$ cat config.mk
export PLATFORM = sky130hd
export DESIGN_NAME = sdu_hex_loader_flat
export DESIGN_NICKNAME = d
export VERILOG_FILES = /design/src/rtl/sdu_hex_loader_if.sv /design/src/rtl/sdu_hex_loader.sv /design/src/flat_wrapper.sv
export SDC_FILE = /design/constraint.sdc
export NUM_CORES = 1
export LEC_CHECK = 0
export ABC_AREA = 0
export BUFFER_PORTS_ARGS = -buffer_cell sky130_fd_sc_hd__buf_2
export CAP_MARGIN = 5
export CORE_MARGIN = 4
export CORE_UTILIZATION = 45
export DETAILED_ROUTE_END_ITERATION = 16
export PLACE_DENSITY = 0.67
export SYNTH_ARGS = -nofsm -noshare
export SYNTH_HDL_FRONTEND = slang
export SYNTH_SLANG_ARGS = --single-unit
$ cat constraint.sdc
create_clock -name clk -period 6.5 [get_ports clk]
set_clock_uncertainty 0.15 [all_clocks]
set_input_delay 0.65 -clock clk [delete_from_list [all_inputs] [get_ports clk]]
set_output_delay 0.65 -clock clk [all_outputs]
set_load 0.005 [all_outputs]
$ cat src/rtl/sdu_hex_loader_if.sv
// Debug load-port bundle: control/UART-byte inputs to the hex loader and the
// memory write port plus session status it drives.
interface sdu_hex_loader_if #(
    parameter int unsigned AW = 8
);
    logic          start;
    logic          sel_dm;
    logic          rx_vld;
    logic [7:0]    rx_data;
    logic [31:0]   addr;
    logic [31:0]   din;
    logic          we_im;
    logic          we_dm;
    logic          busy;
    logic          done;
    logic          err;
    logic [AW:0]   word_cnt;

    modport master (
        input  start, sel_dm, rx_vld, rx_data,
        output addr, din, we_im, we_dm, busy, done, err, word_cnt
    );

    modport slave (
        output start, sel_dm, rx_vld, rx_data,
        input  addr, din, we_im, we_dm, busy, done, err, word_cnt
    );
endinterface

$ cat src/rtl/sdu_hex_loader.sv
// Parses ASCII hex words from the UART byte stream and writes them sequentially
// into instruction or data memory through the debug load port.
module sdu_hex_loader #(
    parameter int unsigned AW     = 8,
    parameter int unsigned MAXDIG = 8
) (
    input  logic               clk,
    input  logic               rst,
    sdu_hex_loader_if.master   bus
);
    typedef enum logic [2:0] {StIdle, StCollect, StWrite, StDone, StErr} state_e;

    state_e        state_q, state_d;
    logic          sel_q, sel_d;
    logic [31:0]   sr_q, sr_d;
    logic [3:0]    dcnt_q, dcnt_d;
    logic [AW-1:0] addr_q, addr_d;
    logic [AW:0]   wc_q, wc_d;
    logic [31:0]   din_q, din_d;
    logic          term_q, term_d;
    logic [7:0]    skid_q, skid_d;
    logic          skid_vld_q, skid_vld_d;

    logic          cur_vld;
    logic [7:0]    cur;
    logic          cur_hex;
    logic          cur_delim;
    logic [3:0]    cur_nib;
    logic          full;
    logic          last;

    // A held byte always precedes the live one so ordering is preserved.
    assign cur_vld   = skid_vld_q | bus.rx_vld;
    assign cur       = skid_vld_q ? skid_q : bus.rx_data;
    assign cur_delim = (cur == 8'h20) || (cur == 8'h0A) || (cur == 8'h0D) || (cur == 8'h2C);
    assign full      = wc_q[AW];
    assign last      = (wc_q[AW-1:0] == {AW{1'b1}});

    always_comb begin
        cur_hex = 1'b1;
        cur_nib = 4'd0;
        if (cur >= 8'h30 && cur <= 8'h39) begin
            cur_nib = cur[3:0];
        end else if ((cur >= 8'h61 && cur <= 8'h66) || (cur >= 8'h41 && cur <= 8'h46)) begin
            cur_nib = cur[3:0] + 4'd9;
        end else begin
            cur_hex = 1'b0;
        end
    end

    always_comb begin
        state_d    = state_q;
        sel_d      = sel_q;
        sr_d       = sr_q;
        dcnt_d     = dcnt_q;
        addr_d     = addr_q;
        wc_d       = wc_q;
        din_d      = din_q;
        term_d     = term_q;
        skid_d     = skid_q;
        skid_vld_d = skid_vld_q;
        case (state_q)
            StCollect: begin
                if (skid_vld_q) begin
                    skid_vld_d = bus.rx_vld;
                    skid_d     = bus.rx_data;
                end
                if (cur_vld) begin
                    if (cur_hex) begin
                        if (dcnt_q == 4'(MAXDIG) || (dcnt_q == 4'd0 && full)) begin
                            state_d = StErr;
                        end else begin
                            sr_d   = {sr_q[27:0], cur_nib};
                            dcnt_d = dcnt_q + 4'd1;
                        end
                    end else if (cur_delim) begin
                        if (dcnt_q != 4'd0) begin
                            state_d = StWrite;
                            din_d   = sr_q;
                        end
                    end else if (cur == 8'h24) begin
                        if (dcnt_q != 4'd0) begin
                            state_d = StWrite;
                            din_d   = sr_q;
                            term_d  = 1'b1;
                        end else begin
                            state_d = StDone;
                        end
                    end else begin
                        state_d = StErr;
                    end
                end
            end
            StWrite: begin
                sr_d       = '0;
                dcnt_d     = 4'd0;
                wc_d       = wc_q + 1'b1;
                skid_vld_d = bus.rx_vld;
                skid_d     = bus.rx_data;
                if (!last) begin
                    addr_d = addr_q + 1'b1;
                end
                if (term_q) begin
                    state_d    = StDone;
                    skid_vld_d = 1'b0;
                end else begin
                    state_d = StCollect;
                    // Consume a held byte now so the skid is free for the next
                    // live byte; it is interpreted as if the write had finished.
                    if (skid_vld_q) begin
                        if (cur_hex) begin
                            if (last) begin
                                state_d = StErr;
                            end else begin
                                sr_d   = {28'd0, cur_nib};
                                dcnt_d = 4'd1;
                            end
                        end else if (cur == 8'h24) begin
                            state_d = StDone;
                        end else if (!cur_delim) begin
                            state_d = StErr;
                        end
                    end
                end
            end
            default: begin
                skid_vld_d = 1'b0;
                if (bus.start) begin
                    state_d = StCollect;
                    sel_d   = bus.sel_dm;
                    sr_d    = '0;
                    dcnt_d  = 4'd0;
                    addr_d  = '0;
                    wc_d    = '0;
                    term_d  = 1'b0;
                end
            end
        endcase
    end

    always_ff @(posedge clk or posedge rst) begin
        if (rst) begin
            state_q    <= StIdle;
            sel_q      <= 1'b0;
            sr_q       <= '0;
            dcnt_q     <= 4'd0;
            addr_q     <= '0;
            wc_q       <= '0;
            din_q      <= '0;
            term_q     <= 1'b0;
            skid_q     <= 8'd0;
            skid_vld_q <= 1'b0;
        end else begin
            state_q    <= state_d;
            sel_q      <= sel_d;
            sr_q       <= sr_d;
            dcnt_q     <= dcnt_d;
            addr_q     <= addr_d;
            wc_q       <= wc_d;
            din_q      <= din_d;
            term_q     <= term_d;
            skid_q     <= skid_d;
            skid_vld_q <= skid_vld_d;
        end
    end

    assign bus.addr     = 32'(addr_q);
    assign bus.din      = din_q;
    assign bus.we_im    = (state_q == StWrite) && !sel_q;
    assign bus.we_dm    = (state_q == StWrite) && sel_q;
    assign bus.busy     = (state_q == StCollect) || (state_q == StWrite);
    assign bus.done     = (state_q == StDone);
    assign bus.err      = (state_q == StErr);
    assign bus.word_cnt = wc_q;
endmodule

$ cat src/flat_wrapper.sv
// flat-port wrapper written by rule: the top's interface ports become plain ports
module sdu_hex_loader_flat 
#(
    parameter int unsigned AW     = 8,
    parameter int unsigned MAXDIG = 8
)
  (clk, rst, bus_start, bus_sel_dm, bus_rx_vld, bus_rx_data, bus_addr, bus_din, bus_we_im, bus_we_dm, bus_busy, bus_done, bus_err, bus_word_cnt);
  sdu_hex_loader_if #(.AW(AW)) bus_i ();
  input  logic clk;
  input  logic rst;
  input wire logic [$bits(bus_i.start)-1:0] bus_start;
  input wire logic [$bits(bus_i.sel_dm)-1:0] bus_sel_dm;
  input wire logic [$bits(bus_i.rx_vld)-1:0] bus_rx_vld;
  input wire logic [$bits(bus_i.rx_data)-1:0] bus_rx_data;
  output wire logic [$bits(bus_i.addr)-1:0] bus_addr;
  output wire logic [$bits(bus_i.din)-1:0] bus_din;
  output wire logic [$bits(bus_i.we_im)-1:0] bus_we_im;
  output wire logic [$bits(bus_i.we_dm)-1:0] bus_we_dm;
  output wire logic [$bits(bus_i.busy)-1:0] bus_busy;
  output wire logic [$bits(bus_i.done)-1:0] bus_done;
  output wire logic [$bits(bus_i.err)-1:0] bus_err;
  output wire logic [$bits(bus_i.word_cnt)-1:0] bus_word_cnt;
  assign bus_i.start = bus_start;
  assign bus_i.sel_dm = bus_sel_dm;
  assign bus_i.rx_vld = bus_rx_vld;
  assign bus_i.rx_data = bus_rx_data;
  assign bus_addr = bus_i.addr;
  assign bus_din = bus_i.din;
  assign bus_we_im = bus_i.we_im;
  assign bus_we_dm = bus_i.we_dm;
  assign bus_busy = bus_i.busy;
  assign bus_done = bus_i.done;
  assign bus_err = bus_i.err;
  assign bus_word_cnt = bus_i.word_cnt;
  sdu_hex_loader #(.AW(AW), .MAXDIG(MAXDIG)) u_core (.clk(clk), .rst(rst), .bus(bus_i));
endmodule
==> results.ini, run 1 <==
[synth]
syn-cell-area_um2 = 4792
synth.most_common_cell = dfrtp_1
number_of_enable_flip_flop_cells_after_synthesis = 0
post_synth.cell_area_avg_um2 = 11.60
yosysWarningCount = 0
postSynthCellCount = 413
synth_top_cell_area_share = 0.5170
async_reset_ff_frac = 1.000
synth_top_cells_by_area = dfrtp_1 (52%), mux2_2 (10%), a22o_1 (5.5%)
synth_cell_types = 56
ys_ff_latch = 99
seq_area_frac_synth = 0.5170
synthTopCellsByCount = dfrtp_1 (99), mux2_2 (43), a22o_1 (30), buf_4 (26)
post_synthesis_cell_type_with_the_largest_combined_area = dfrtp_1
synth_flop_cell = dfrtp_1

[worst_setup_path]
critPathLaunchType = flip-flop
cp_max_fo = 34
timing.critical_path.arrival_ns = 3.91
worstReg2RegStart = u_core.skid_vld_q$_DFF_PP0_
crit_start = u_core.skid_vld_q$_DFF_PP0_
crit_chain = mux2i_1, inv_1, ha_1, nor2b_1, o2bb2ai_1, nor4_4, or2_2, a31oi_4, a22o_1
crit_type = reg -> reg
crit_path_top_delay_cell = dfrtp_1
slowest_delay_ns = 0.79
critical_path_required_time_ns = 6.65
cp-end-kind = flip-flop

[status]
outcome = finished clean

[timing]
final_critical_path_setup_slack_ns = 2.741
finalMaxSlewViolations = 0
grt_setup_unrepaired = false
finalCritPeriodShare = 0.5784
max_slew_margin = 0.3022
setup_viol = 0
max_clock_freq_ghz = 0.2660
finalWorstPathRequiredPeriod_ns = 3.759
timing.final.hold_violations = 0
worstMarginPinSlew_ns = 1.043
tns_ns = 0

[floorplan]
dieArea_um2 = 12360
die_y_um = 111.2
floorplan.core_area_um2 = 10370
floorplan.die.width_um = 111.2
ioPinCount = 91
rows = 37
initial_cell_density_of_the_core = 0.4621

[cts]
cts.sinks = 99
postCtsResizedCells = 0
root_buffer = clkbuf_8
post_cts_setup_buffer_count = 0
cts_made_buffers = 9
post_cts_hold_buffer_count = 0
cts.path.max_buffers = 2
tritoncts = yes
htreeDepth = 3
clock_latency_ns = 0.37
path_clk_slew_ns = 0.10

[detailed_routing]
total_number_of_vias = 3318
remaining_drc_errors = 0
postRouteAntennaNets = 0
wl_per_cell_um = 15.79
routed_wl_mm = 9.713
drt-vias-per-instance = 5.395
detailedRoute.firstIterationViolations = 141
drt_pass1_iterations = 4

[cells_and_area]
diodes = 0
drive_gt1_frac = 0.2965
layout-area-overhead-vs-synth_pct = 11.17
fin_nets = 496

[global_route]
overflow = 0
grt.total_usage = 0.1585
antenna_violations_before_repair = 0
grt_pass1_vias = 3173
grt_start_max_net_pins = 52
grt_pass1_wl_mm = 16.08

[run]
maxCapViolCount = 0

[placement]
place_worst_setup_slack_ns = 2.817
place.port_buffers = 66
dp.final_hpwl_mm = 6.750
gp_congestion = 0.8891

[power]
power_leakage_uw = 0.002649
vdd_drop_max_mv = 0.1882
power.density_cell_area_nw_per_um2 = 253.3

[min_path]
holdCritPathClass = in -> async

-- placed cells by master (no fill, tap or decap), types with 10 or more instances in the layout --
| cell type | netlist | layout |
|---|---|---|
| a21oi_1 | 21 | 21 |
| a22o_1 | 30 | 30 |
| buf_2 | 10 | 66 |
| conb_1 | 1 | 24 |
| dfrtp_1 | 99 | 99 |
| inv_1 | 11 | 10 |
| mux2_2 | 43 | 43 |
| nand2_1 | 20 | 20 |
| nor2_1 | 21 | 21 |
| o21ai_0 | 14 | 14 |
-- layer usage --
| metal | share of wire | wire (µm) | track usage |
|---|---|---|---|
| met5 | 0 | 0 | 0 |
| met2 | 0.45 | 4339 | 0.2392 |
| met4 | 0.020 | 199 | 0.06650 |
| met3 | 0.047 | 456 | 0.03002 |
| met1 | 0.49 | 4716 | 0.2241 |
-- report_power, final --
| part | switching, µW | internal, µW |
|---|---|---|
| clock | 234 | 148 |
| combinational | 173 | 96.4 |
| sequential | 45.1 | 653 |
| total | 452 | 898 |
-- worst paths after layout --
kind | to | depth (start not counted) | slack, ns
min in group clk | u_core.bus.din[28]$_DFFE_PP0P_ | 1 | 0.36
max reg2reg | u_core.sr_q[27]$_DFFE_PP0P_ | 9 | 2.74
min | u_core.bus.din[25]$_DFFE_PP0P_ | 2 | 0.19
max | u_core.sr_q[27]$_DFFE_PP0P_ | 9 | 2.74
min reg2reg | u_core.bus.din[28]$_DFFE_PP0P_ | 1 | 0.36
max in group asynchronous | u_core.addr_q[7]$_DFFE_PP0P_ | 3 | 4.94
-- worst max-delay path: cells and delay by family (launching register included) --
kind	cells	cell delay, ns
compound gates	3	1.19
fa+ha+maj	1	0.27
buf+inv	1	0.18
flops	1	0.79
mux	1	0.50
simple gates	3	0.60
-- sequential cells by signal, summed over array words and instances, names as in the netlist --
| register | cells |
|---|---|
| u_core.addr_q | 8 |
| u_core.bus.word_cnt | 9 |
| u_core.skid_vld_q | 1 |
| u_core.skid_q | 8 |
| u_core.state_q | 3 |
| u_core.bus.din | 32 |
| u_core.sel_q | 1 |
| u_core.term_q | 1 |
| u_core.sr_q | 32 |
| u_core.dcnt_q | 4 |
-- per-stage QoR --
stage | cells | cell area [µm²] | util | total power (µW) | hold slack, ns
2_1_floorplan | 436 | 4878 | - | 917.0 | 0.3189
3_3_place_gp | 599 | 5135 | 0.4952 | 968.5 | 0.3322
3_5_place_dp | 599 | 5135 | 0.4952 | 976.6 | 0.3399
4_1_cts | 615 | 5328 | 0.5138 | 1358 | 0.1992
5_1_grt | 615 | 5328 | 0.5138 | 1430 | 0.2375
6_report | 615 | 5328 | 0.5138 | 1350 | 0.1924
-- layout make-up --
cell class	instances	area, µm²
Tap cell	136	170.2
Sequential cell	99	2477
Multi-Input combinational cell	285	2098
Inverter	11	43.79
Timing Repair Buffer	68	345.3
Clock buffer	9	123.9
Fill cell	957	5042
Clock inverter	7	68.82
-- cell families (layout without fill, tap and decap cells) --
logic type	after synthesis	count (layout)	share of synthesized area
xor gates and xnor gates	10	10	0.01828
and+or+nand+nor	101	101	0.1188
other	1	24	0.0007825
muxes	50	50	0.1164
AOI/OAI and AO/OA	91	91	0.1400
buffers and inverters	52	95	0.06527
adders and majority gates	9	9	0.02350
DFF	99	99	0.5170
No activity file was read; power rests on OpenSTA's default activity.
==> run 2: changes to the inputs <==
--- a/config.mk
+++ b/config.mk
@@ -5,13 +5,13 @@
 export SDC_FILE = /design/constraint.sdc
 export NUM_CORES = 1
 export LEC_CHECK = 0
-export ABC_AREA = 0
+export ABC_AREA = 1
 export BUFFER_PORTS_ARGS = -buffer_cell sky130_fd_sc_hd__buf_2
 export CAP_MARGIN = 5
 export CORE_MARGIN = 4
 export CORE_UTILIZATION = 45
 export DETAILED_ROUTE_END_ITERATION = 16
-export PLACE_DENSITY = 0.67
+export PLACE_DENSITY = 0.69
 export SYNTH_ARGS = -nofsm -noshare
 export SYNTH_HDL_FRONTEND = slang
 export SYNTH_SLANG_ARGS = --single-unit
==> constraint.sdc (replaced) <==
create_clock -name clk -period 3.05 [get_ports clk]
set_clock_uncertainty 0.15 [all_clocks]
set_input_delay 0.305 -clock clk [delete_from_list [all_inputs] [get_ports clk]]
set_output_delay 0.305 -clock clk [all_outputs]
set_load 0.005 [all_outputs]
==> results.ini, run 2 <==
[status]
outcome = finished clean  ; unchanged

[power]
sequentialPowerShare = 0.457  ; was 0.517
switching_power_uw = 1268  ; was 451.7 µW
share_comb_of_total_power = 0.300  ; was 0.200
power.density_cell_area_nw_per_um2 = 613.5  ; was 253.3 nW/µm²
power_uw = 3336  ; was 1350 µW
p_int_uw = 2068  ; was 898.0 µW
power.share.switching = 0.3800  ; was 0.3347
power_frac_clock = 0.242  ; was 0.283
vdd_drop_max_mv = 0.4249  ; was 0.1882 mV
power_leakage_uw = 0.002805  ; was 0.002649 µW

[detailed_routing]
routed_wl_mm = 9.808  ; was 9.713 mm
drt-vias-per-instance = 4.868  ; was 5.395
wl_per_cell_um = 12.61  ; was 15.79 µm
postRouteAntennaNets = 0  ; unchanged
remaining_drc_errors = 0  ; unchanged
total_number_of_vias = 3787  ; was 3,318
drt_pass1_iterations = 6  ; was 4
detailedRoute.firstIterationViolations = 202  ; was 141

[timing]
finalCritPeriodShare = 0.8870  ; was 0.5784
holdWs_ns = 0.02186  ; was 0.1924 ns
finalWorstPathRequiredPeriod_ns = 2.705  ; was 3.759 ns
finalMaxSlewViolations = 0  ; unchanged
max_slew_margin = 0.5915  ; was 0.3022
tns_ns = 0  ; unchanged
timing.final.hold_violations = 0  ; unchanged
worstMarginPinSlew_ns = 0.6127  ; was 1.043 ns
max_clock_freq_ghz = 0.3696  ; was 0.2660 GHz
setup_viol = 0  ; unchanged
grt_setup_unrepaired = false  ; unchanged

[placement]
dp.final_hpwl_mm = 7.157  ; was 6.750 mm
place.port_buffers = 66  ; unchanged
gp_congestion = 0.8696  ; was 0.8891

[synth]
syn-cell-area_um2 = 4878  ; was 4792 µm²
synth_flop_cell = dfrtp_1  ; unchanged
synth_top_family_by_area = simple AND/OR/NAND/NOR gates  ; was compound AO/OA/AOI/OAI gates
post_synth.cell_area_avg_um2 = 8.544  ; was 11.60 µm²
synth-simple-area-share = 0.1921  ; was 0.1188
post_synthesis_cell_type_with_the_largest_combined_area = dfrtp_1  ; unchanged
yosysWarningCount = 0  ; unchanged
synth_fa_ha_area_frac = 0.02308  ; was 0.02350
yosys.area_share.xor_xnor = 0.01257  ; was 0.01828
synth_top_cells_by_area = dfrtp_1 (51%), nand2_1 (11%), inv_1 (6.5%)  ; was dfrtp_1 (52%), mux2_2 (10%), a22o_1 (5.5%)
ys_ff_latch = 99  ; unchanged
synth_cell_types = 40  ; was 56
synth.most_common_cell = nand2_1  ; was dfrtp_1
synth_top_cell_area_share = 0.5078  ; was 0.5170
async_reset_ff_frac = 1.000  ; unchanged
seq_area_frac_synth = 0.5078  ; was 0.5170
number_of_enable_flip_flop_cells_after_synthesis = 0  ; unchanged
postSynthCellCount = 571  ; was 413
synth_compound_area_frac = 0.1303  ; was 0.1399
synthTopCellsByCount = nand2_1 (140), dfrtp_1 (99), inv_1 (84), o21ai_0 (45), o22ai_1 (30)  ; was dfrtp_1 (99), mux2_2 (43), a22o_1 (30), buf_4 (26)
post_synth_mux_area_share = 0  ; was 0.1164

[global_route]
grt_pass1_wl_mm = 17.17  ; was 16.08 mm
overflow = 0  ; unchanged
grtUsageMet2 = 0.2674  ; was 0.2392
grt_pass1_vias = 3591  ; was 3,173
gr-usage-met3 = 0.04097  ; was 0.03002
gr-usage-met1 = 0.2219  ; was 0.2241
grt_start_max_net_pins = 65  ; was 52
grt.total_usage = 0.1630  ; was 0.1585
antenna_violations_before_repair = 0  ; unchanged
gr-max-usage-layer = met2  ; unchanged

[worst_setup_path]
crit_type = reg -> reg  ; unchanged
critical_path_required_time_ns = 3.14  ; was 6.65 ns
cp-end-kind = flip-flop  ; unchanged
cp_max_fo = 21  ; was 34
timing.critical_path.arrival_ns = 2.79  ; was 3.91 ns
critPathLaunchType = flip-flop  ; unchanged

[run]
maxCapViolCount = 0  ; unchanged

[floorplan]
rows = 37  ; unchanged
initial_cell_density_of_the_core = 0.4663  ; was 0.4621
ioPinCount = 91  ; unchanged
dieArea_um2 = 12570  ; was 12,360 µm²
floorplan.core_area_um2 = 10460  ; was 10,370 µm²
die_y_um = 112.1  ; was 111.2 µm
floorplan.die.width_um = 112.1  ; was 111.2 µm

[cells_and_area]
fin_nets = 659  ; was 496
mostFrequentLayoutCell = nand2_1  ; was dfrtp_1
layout-area-overhead-vs-synth_pct = 11.46  ; was 11.17%
mostFrequentLayoutCells = nand2_1 (140), dfrtp_1 (99), inv_1 (83), buf_2 (66), o21ai_0 (45)  ; was dfrtp_1 (99), buf_2 (66), mux2_2 (43), a22o_1 (30), conb_1 (24)
drive_gt1_frac = 0.1760  ; was 0.2965
diodes = 0  ; unchanged

[cts]
clock_latency_ns = 0.36  ; was 0.37 ns
htreeDepth = 3  ; unchanged
cts.path.max_buffers = 2  ; unchanged
root_buffer = clkbuf_8  ; unchanged
tritoncts = yes  ; unchanged
cts.sinks = 99  ; unchanged
cts_made_buffers = 9  ; unchanged
path_clk_slew_ns = 0.10  ; about the same

[min_path]
holdCritPathClass = in -> reg  ; was in -> async

## run 2: worst paths after layout
| check | start | endpoint | slack [ns] | cells past startpoint |
|---|---|---|---|---|
| setup / recovery | u_core.skid_vld_q$_DFF_PP0_ | u_core.sr_q[17]$_DFFE_PP0P_ | 0.34 | 12 |
| min in group asynchronous | rst | u_core.addr_q[5]$_DFFE_PP0P_ | 0.43 | 3 |
| hold / removal | bus_sel_dm | u_core.sel_q$_DFFE_PP0P_ | 0.02 | 3 |
| setup reg to reg | u_core.skid_vld_q$_DFF_PP0_ | u_core.sr_q[17]$_DFFE_PP0P_ | 0.34 | 12 |
| max in group asynchronous | rst | u_core.dcnt_q[2]$_DFFE_PP0P_ | 1.64 | 4 |
| hold reg to reg | u_core.sr_q[3]$_DFFE_PP0P_ | u_core.sr_q[3]$_DFFE_PP0P_ | 0.34 | 2 |
## run 2: timing repair
| item | CTS | global route |
|---|---|---|
| gates resized for setup | 0 | 1 |
| setup endpoints to repair | 0 | 12 |
| hold buffers | 2 | 0 |
| hold endpoints to repair | 50 | 0 |
| setup buffers | 0 | 0 |
## run 2: area by class of cell
type	instances	area [µm²]
multi-input combinational	364	1844
tap	136	170.2
clock inverter	7	68.82
clock buffer	9	123.9
sequential	99	2477
fill	1028	5025
inverter	90	340.3
timing repair buffer	73	412.9
## run 2: kinds of logic (layout without fill, tap and decap cells)
| kind of cell | count (synthesis) | after routing |
|---|---|---|
| XOR/XNOR | 7 | 7 |
| AND/OR/NAND/NOR | 215 | 215 |
| AO/OA/AOI/OAI | 109 | 109 |
| other | 1 | 24 |
| adder cells (fa/ha/maj) | 9 | 9 |
| flip-flops | 99 | 99 |
| buffers and inverters | 131 | 179 |
## run 2: through the flow
| stage | instances | util | setup slack (ns) | area, µm² |
|---|---|---|---|---|
| 2_1_floorplan | 594 | - | 0.004573 | 4965 |
| 3_3_place_gp | 760 | 0.4987 | 0.5549 | 5218 |
| 3_5_place_dp | 760 | 0.4987 | 0.3375 | 5218 |
| 4_1_cts | 778 | 0.5190 | 0.3103 | 5430 |
| 5_1_grt | 778 | 0.5197 | 0.05571 | 5438 |
| 6_report | 778 | 0.5197 | 0.3447 | 5438 |
## run 2: worst max-delay path: stages, from the launching register on
cell and delay (ns):
dfrtp_1 0.53, nand2_1 0.14, o21ai_2 0.11, inv_1 0.13, ha_1 0.21, nor2_1 0.05, o21ai_1 0.19, nand3_2 0.16
nand2_2 0.19, nand2_4 0.07, a21oi_4 0.24, buf_4 0.29, o22ai_1 0.11
## run 2: power by group through the flow
stage | logic, µW | registers [µW] | clock network [µW]
floorplan | 841 | 1530 | 0
detailed placement | 991 | 1550 | 0
global route | 1150 | 1540 | 892
global placement | 965 | 1540 | 0
finish | 1000 | 1530 | 809
CTS | 1000 | 1520 | 840
## run 2: routing by layer
layer / part of all wire / wire length, µm / vias up
met4: 0.0079 / 77 / 0
met1: 0.47 / 4568 / 1784
met5: 0 / 0 / -
met2: 0.48 / 4680 / 91
met3: 0.049 / 481 / 9
li1: - / - / 1903
==> run 3: changes to the inputs <==
--- a/config.mk
+++ b/config.mk
@@ -5,13 +5,13 @@
 export SDC_FILE = /design/constraint.sdc
 export NUM_CORES = 1
 export LEC_CHECK = 0
-export ABC_AREA = 1
 export BUFFER_PORTS_ARGS = -buffer_cell sky130_fd_sc_hd__buf_2
 export CAP_MARGIN = 5
 export CORE_MARGIN = 4
 export CORE_UTILIZATION = 45
 export DETAILED_ROUTE_END_ITERATION = 16
-export PLACE_DENSITY = 0.69
+export PLACE_DENSITY = 0.7
+export SLEW_MARGIN = 20
 export SYNTH_ARGS = -nofsm -noshare
 export SYNTH_HDL_FRONTEND = slang
 export SYNTH_SLANG_ARGS = --single-unit
==> results.ini, run 3 (synthesis gave the netlist of run 1 again) <==
[cells_and_area]
mostFrequentLayoutCells = dfrtp_1 (98), buf_2 (66), mux2_2 (43), a22o_1 (30), conb_1 (24)  ; was nand2_1 (140), dfrtp_1 (99), inv_1 (83), buf_2 (66), o21ai_0 (45)
diodes = 0  ; unchanged
mostFrequentLayoutCell = dfrtp_1  ; was nand2_1
layout-area-overhead-vs-synth_pct = 14.54  ; was 11.46%
fin_nets = 507  ; was 659
layoutNonFillerInstCount = 626  ; was 778
drive_gt1_frac = 0.3122  ; was 0.1760

[placement]
gp_congestion = 0.8433  ; was 0.8696
dp.final_hpwl_mm = 6.930  ; was 7.157 mm
numPlacedInstances = 608  ; was 760
place.port_buffers = 66  ; unchanged

[floorplan]
ioPinCount = 91  ; unchanged
floorplan.die.width_um = 111.2  ; was 112.1 µm
floorplan.core_area_um2 = 10370  ; was 10,460 µm²
die_y_um = 111.2  ; was 112.1 µm
initial_cell_density_of_the_core = 0.4621  ; was 0.4663
rows = 37  ; unchanged
dieArea_um2 = 12360  ; was 12,570 µm²

[timing]
timing.final.hold_violations = 0  ; unchanged
finalWorstPathRequiredPeriod_ns = 2.911  ; was 2.705 ns
setup_viol = 0  ; unchanged
finalMaxSlewViolations = 0  ; unchanged
grt_setup_unrepaired = false  ; unchanged
worstMarginPinSlew_ns = 0.8700  ; was 0.6127 ns
max_clock_freq_ghz = 0.3435  ; was 0.3696 GHz
finalCritPeriodShare = 0.9544  ; was 0.8870
max_slew_margin = 0.4200  ; was 0.5915
holdWs_ns = 0.02246  ; was 0.02186 ns

[detailed_routing]
detailedRoute.firstIterationViolations = 186  ; was 202
routed_wl_mm = 9.900  ; was 9.808 mm
wl_per_cell_um = 15.81  ; was 12.61 µm
drt_pass1_iterations = 4  ; was 6
remaining_drc_errors = 0  ; unchanged
total_number_of_vias = 3393  ; was 3,787
drt-vias-per-instance = 5.420  ; was 4.868
postRouteAntennaNets = 0  ; unchanged

[power]
power_leakage_uw = 0.002740  ; was 0.002805 µW
power_frac_clock = 0.301  ; was 0.242
sequentialPowerShare = 0.490  ; was 0.457
power.share.switching = 0.3203  ; was 0.3800
vdd_drop_max_mv = 0.2969  ; was 0.4249 mV
share_comb_of_total_power = 0.209  ; was 0.300
p_int_uw = 2056  ; was 2068 µW
switching_power_uw = 969.0  ; was 1268 µW
power.density_cell_area_nw_per_um2 = 551.2  ; was 613.5 nW/µm²

[min_path]
timing.hold.worst_path_depth = 2  ; was 3
holdCritPathClass = in -> reg  ; unchanged

[global_route]
overflow = 0  ; unchanged
grt_pass1_vias = 3508  ; was 3,591
grt.total_usage = 0.1663  ; was 0.1630
grt_pass1_wl_mm = 17.19  ; was 17.17 mm
antenna_violations_before_repair = 0  ; unchanged
grt_start_max_net_pins = 65  ; unchanged

[cts]
clock_latency_ns = 0.36  ; about the same
root_buffer = clkbuf_8  ; unchanged
tritoncts = yes  ; unchanged
cts.path.max_buffers = 2  ; unchanged
cts_made_buffers = 9  ; unchanged
htreeDepth = 3  ; unchanged
path_clk_slew_ns = 0.10  ; about the same
cts.sinks = 99  ; unchanged

[worst_setup_path]
worstRegToRegCells = 9  ; was 12
slowest_delay_ns = 0.45  ; was 0.53 ns
crit_chain = mux2_2, ha_1, or2_2, a21oi_1, nor4_4, or2_2, a31oi_4, buf_12, a2bb2oi_1  ; was nand2_1, o21ai_2, inv_1, ha_1, nor2_1, o21ai_1, nand3_2, nand2_2, nand2_4, a21oi_4, buf_4, o22ai_1
crit_path_top_delay_cell = dfrtp_2  ; was dfrtp_1
cp_max_fo = 34  ; was 21
cp-end-kind = flip-flop  ; unchanged
critical_path.most_common_cell = or2_2
critPathLaunchType = flip-flop  ; unchanged
critical_path_required_time_ns = 3.19  ; was 3.14 ns
crit_type = reg -> reg  ; unchanged
timing.critical_path.arrival_ns = 3.05  ; was 2.79 ns

[status]
outcome = finished clean  ; unchanged

[run]
maxCapViolCount = 0  ; unchanged

[run 3: path summary, 6_finish.rpt]
| path | end | from | slack, ns |
|---|---|---|---|
| min in group asynchronous | u_core.addr_q[7]$_DFFE_PP0P_ | rst | 0.36 |
| max | u_core.dcnt_q[0]$_DFFE_PP0P_ | u_core.skid_vld_q$_DFF_PP0_ | 0.14 |
| max reg2reg | u_core.dcnt_q[0]$_DFFE_PP0P_ | u_core.skid_vld_q$_DFF_PP0_ | 0.14 |
| min | u_core.sel_q$_DFFE_PP0P_ | bus_sel_dm | 0.02 |
| max in group asynchronous | u_core.bus.din[0]$_DFFE_PP0P_ | rst | 1.71 |
| min reg2reg | u_core.bus.din[1]$_DFFE_PP0P_ | u_core.bus.din[1]$_DFFE_PP0P_ | 0.36 |
[run 3: critical path, delay by kind of cell (launching register included)]
family	cells	cell delay [ns]
simple gates	3	0.76
compound gates	3	0.65
flops	1	0.45
mux	1	0.39
fa+ha+maj	1	0.22
buf+inv	1	0.21
[run 3: layout make-up]
class / count / area (µm²)
clock buffers: 10 / 137.6
fillers: 928 / 4881
clock inverters: 6 / 78.83
flip-flops and latches: 99 / 2479
inverters: 11 / 43.79
well taps: 136 / 170.2
multi-input cells: 286 / 2120
repair buffers: 78 / 460.4
[run 3: power groups by stage]
| stage | sequential (µW) | clock [µW] | combinational (µW) |
|---|---|---|---|
| floorplan | 1480 | 0 | 472 |
| global placement | 1500 | 0 | 603 |
| detailed placement | 1510 | 0 | 617 |
| CTS | 1480 | 933 | 631 |
| global route | 1500 | 985 | 708 |
| finish | 1480 | 910 | 633 |
[run 3: stage by stage]
stage                     cell area, µm²  power, µW  setup TNS [ns]    util  setup WS, ns
after floorplan                     4878       1954               0       -      0.004573
after global placement              5240       2105               0  0.5053       0.08684
after detailed placement            5240       2125          -1.117  0.5053      -0.05564
after CTS                           5477       3046               0  0.5281       0.04083
after global routing                5489       3191               0  0.5293       0.02582
final                               5489       3025               0  0.5293        0.1390
[run 3: layer usage]
| metal | wire, µm | share of wire | GRT usage | up-vias |
|---|---|---|---|---|
| met4 | 137 | 0.014 | 0.04866 | 0 |
| met1 | 4671 | 0.47 | 0.2292 | 1681 |
| met3 | 410 | 0.041 | 0.03002 | 11 |
| li1 | - | - | - | 1616 |
| met5 | 0 | 0 | 0 | - |
| met2 | 4680 | 0.47 | 0.2694 | 85 |
[run 3: timing repair]
item	in CTS	in global routing
cloned	1	0
buffers inserted	0	0
endpoints found under the setup margin	29	35
hold buffers	1	0
pin swaps	1	0
hold endpoints to repair	35	0
resized for setup	0	3
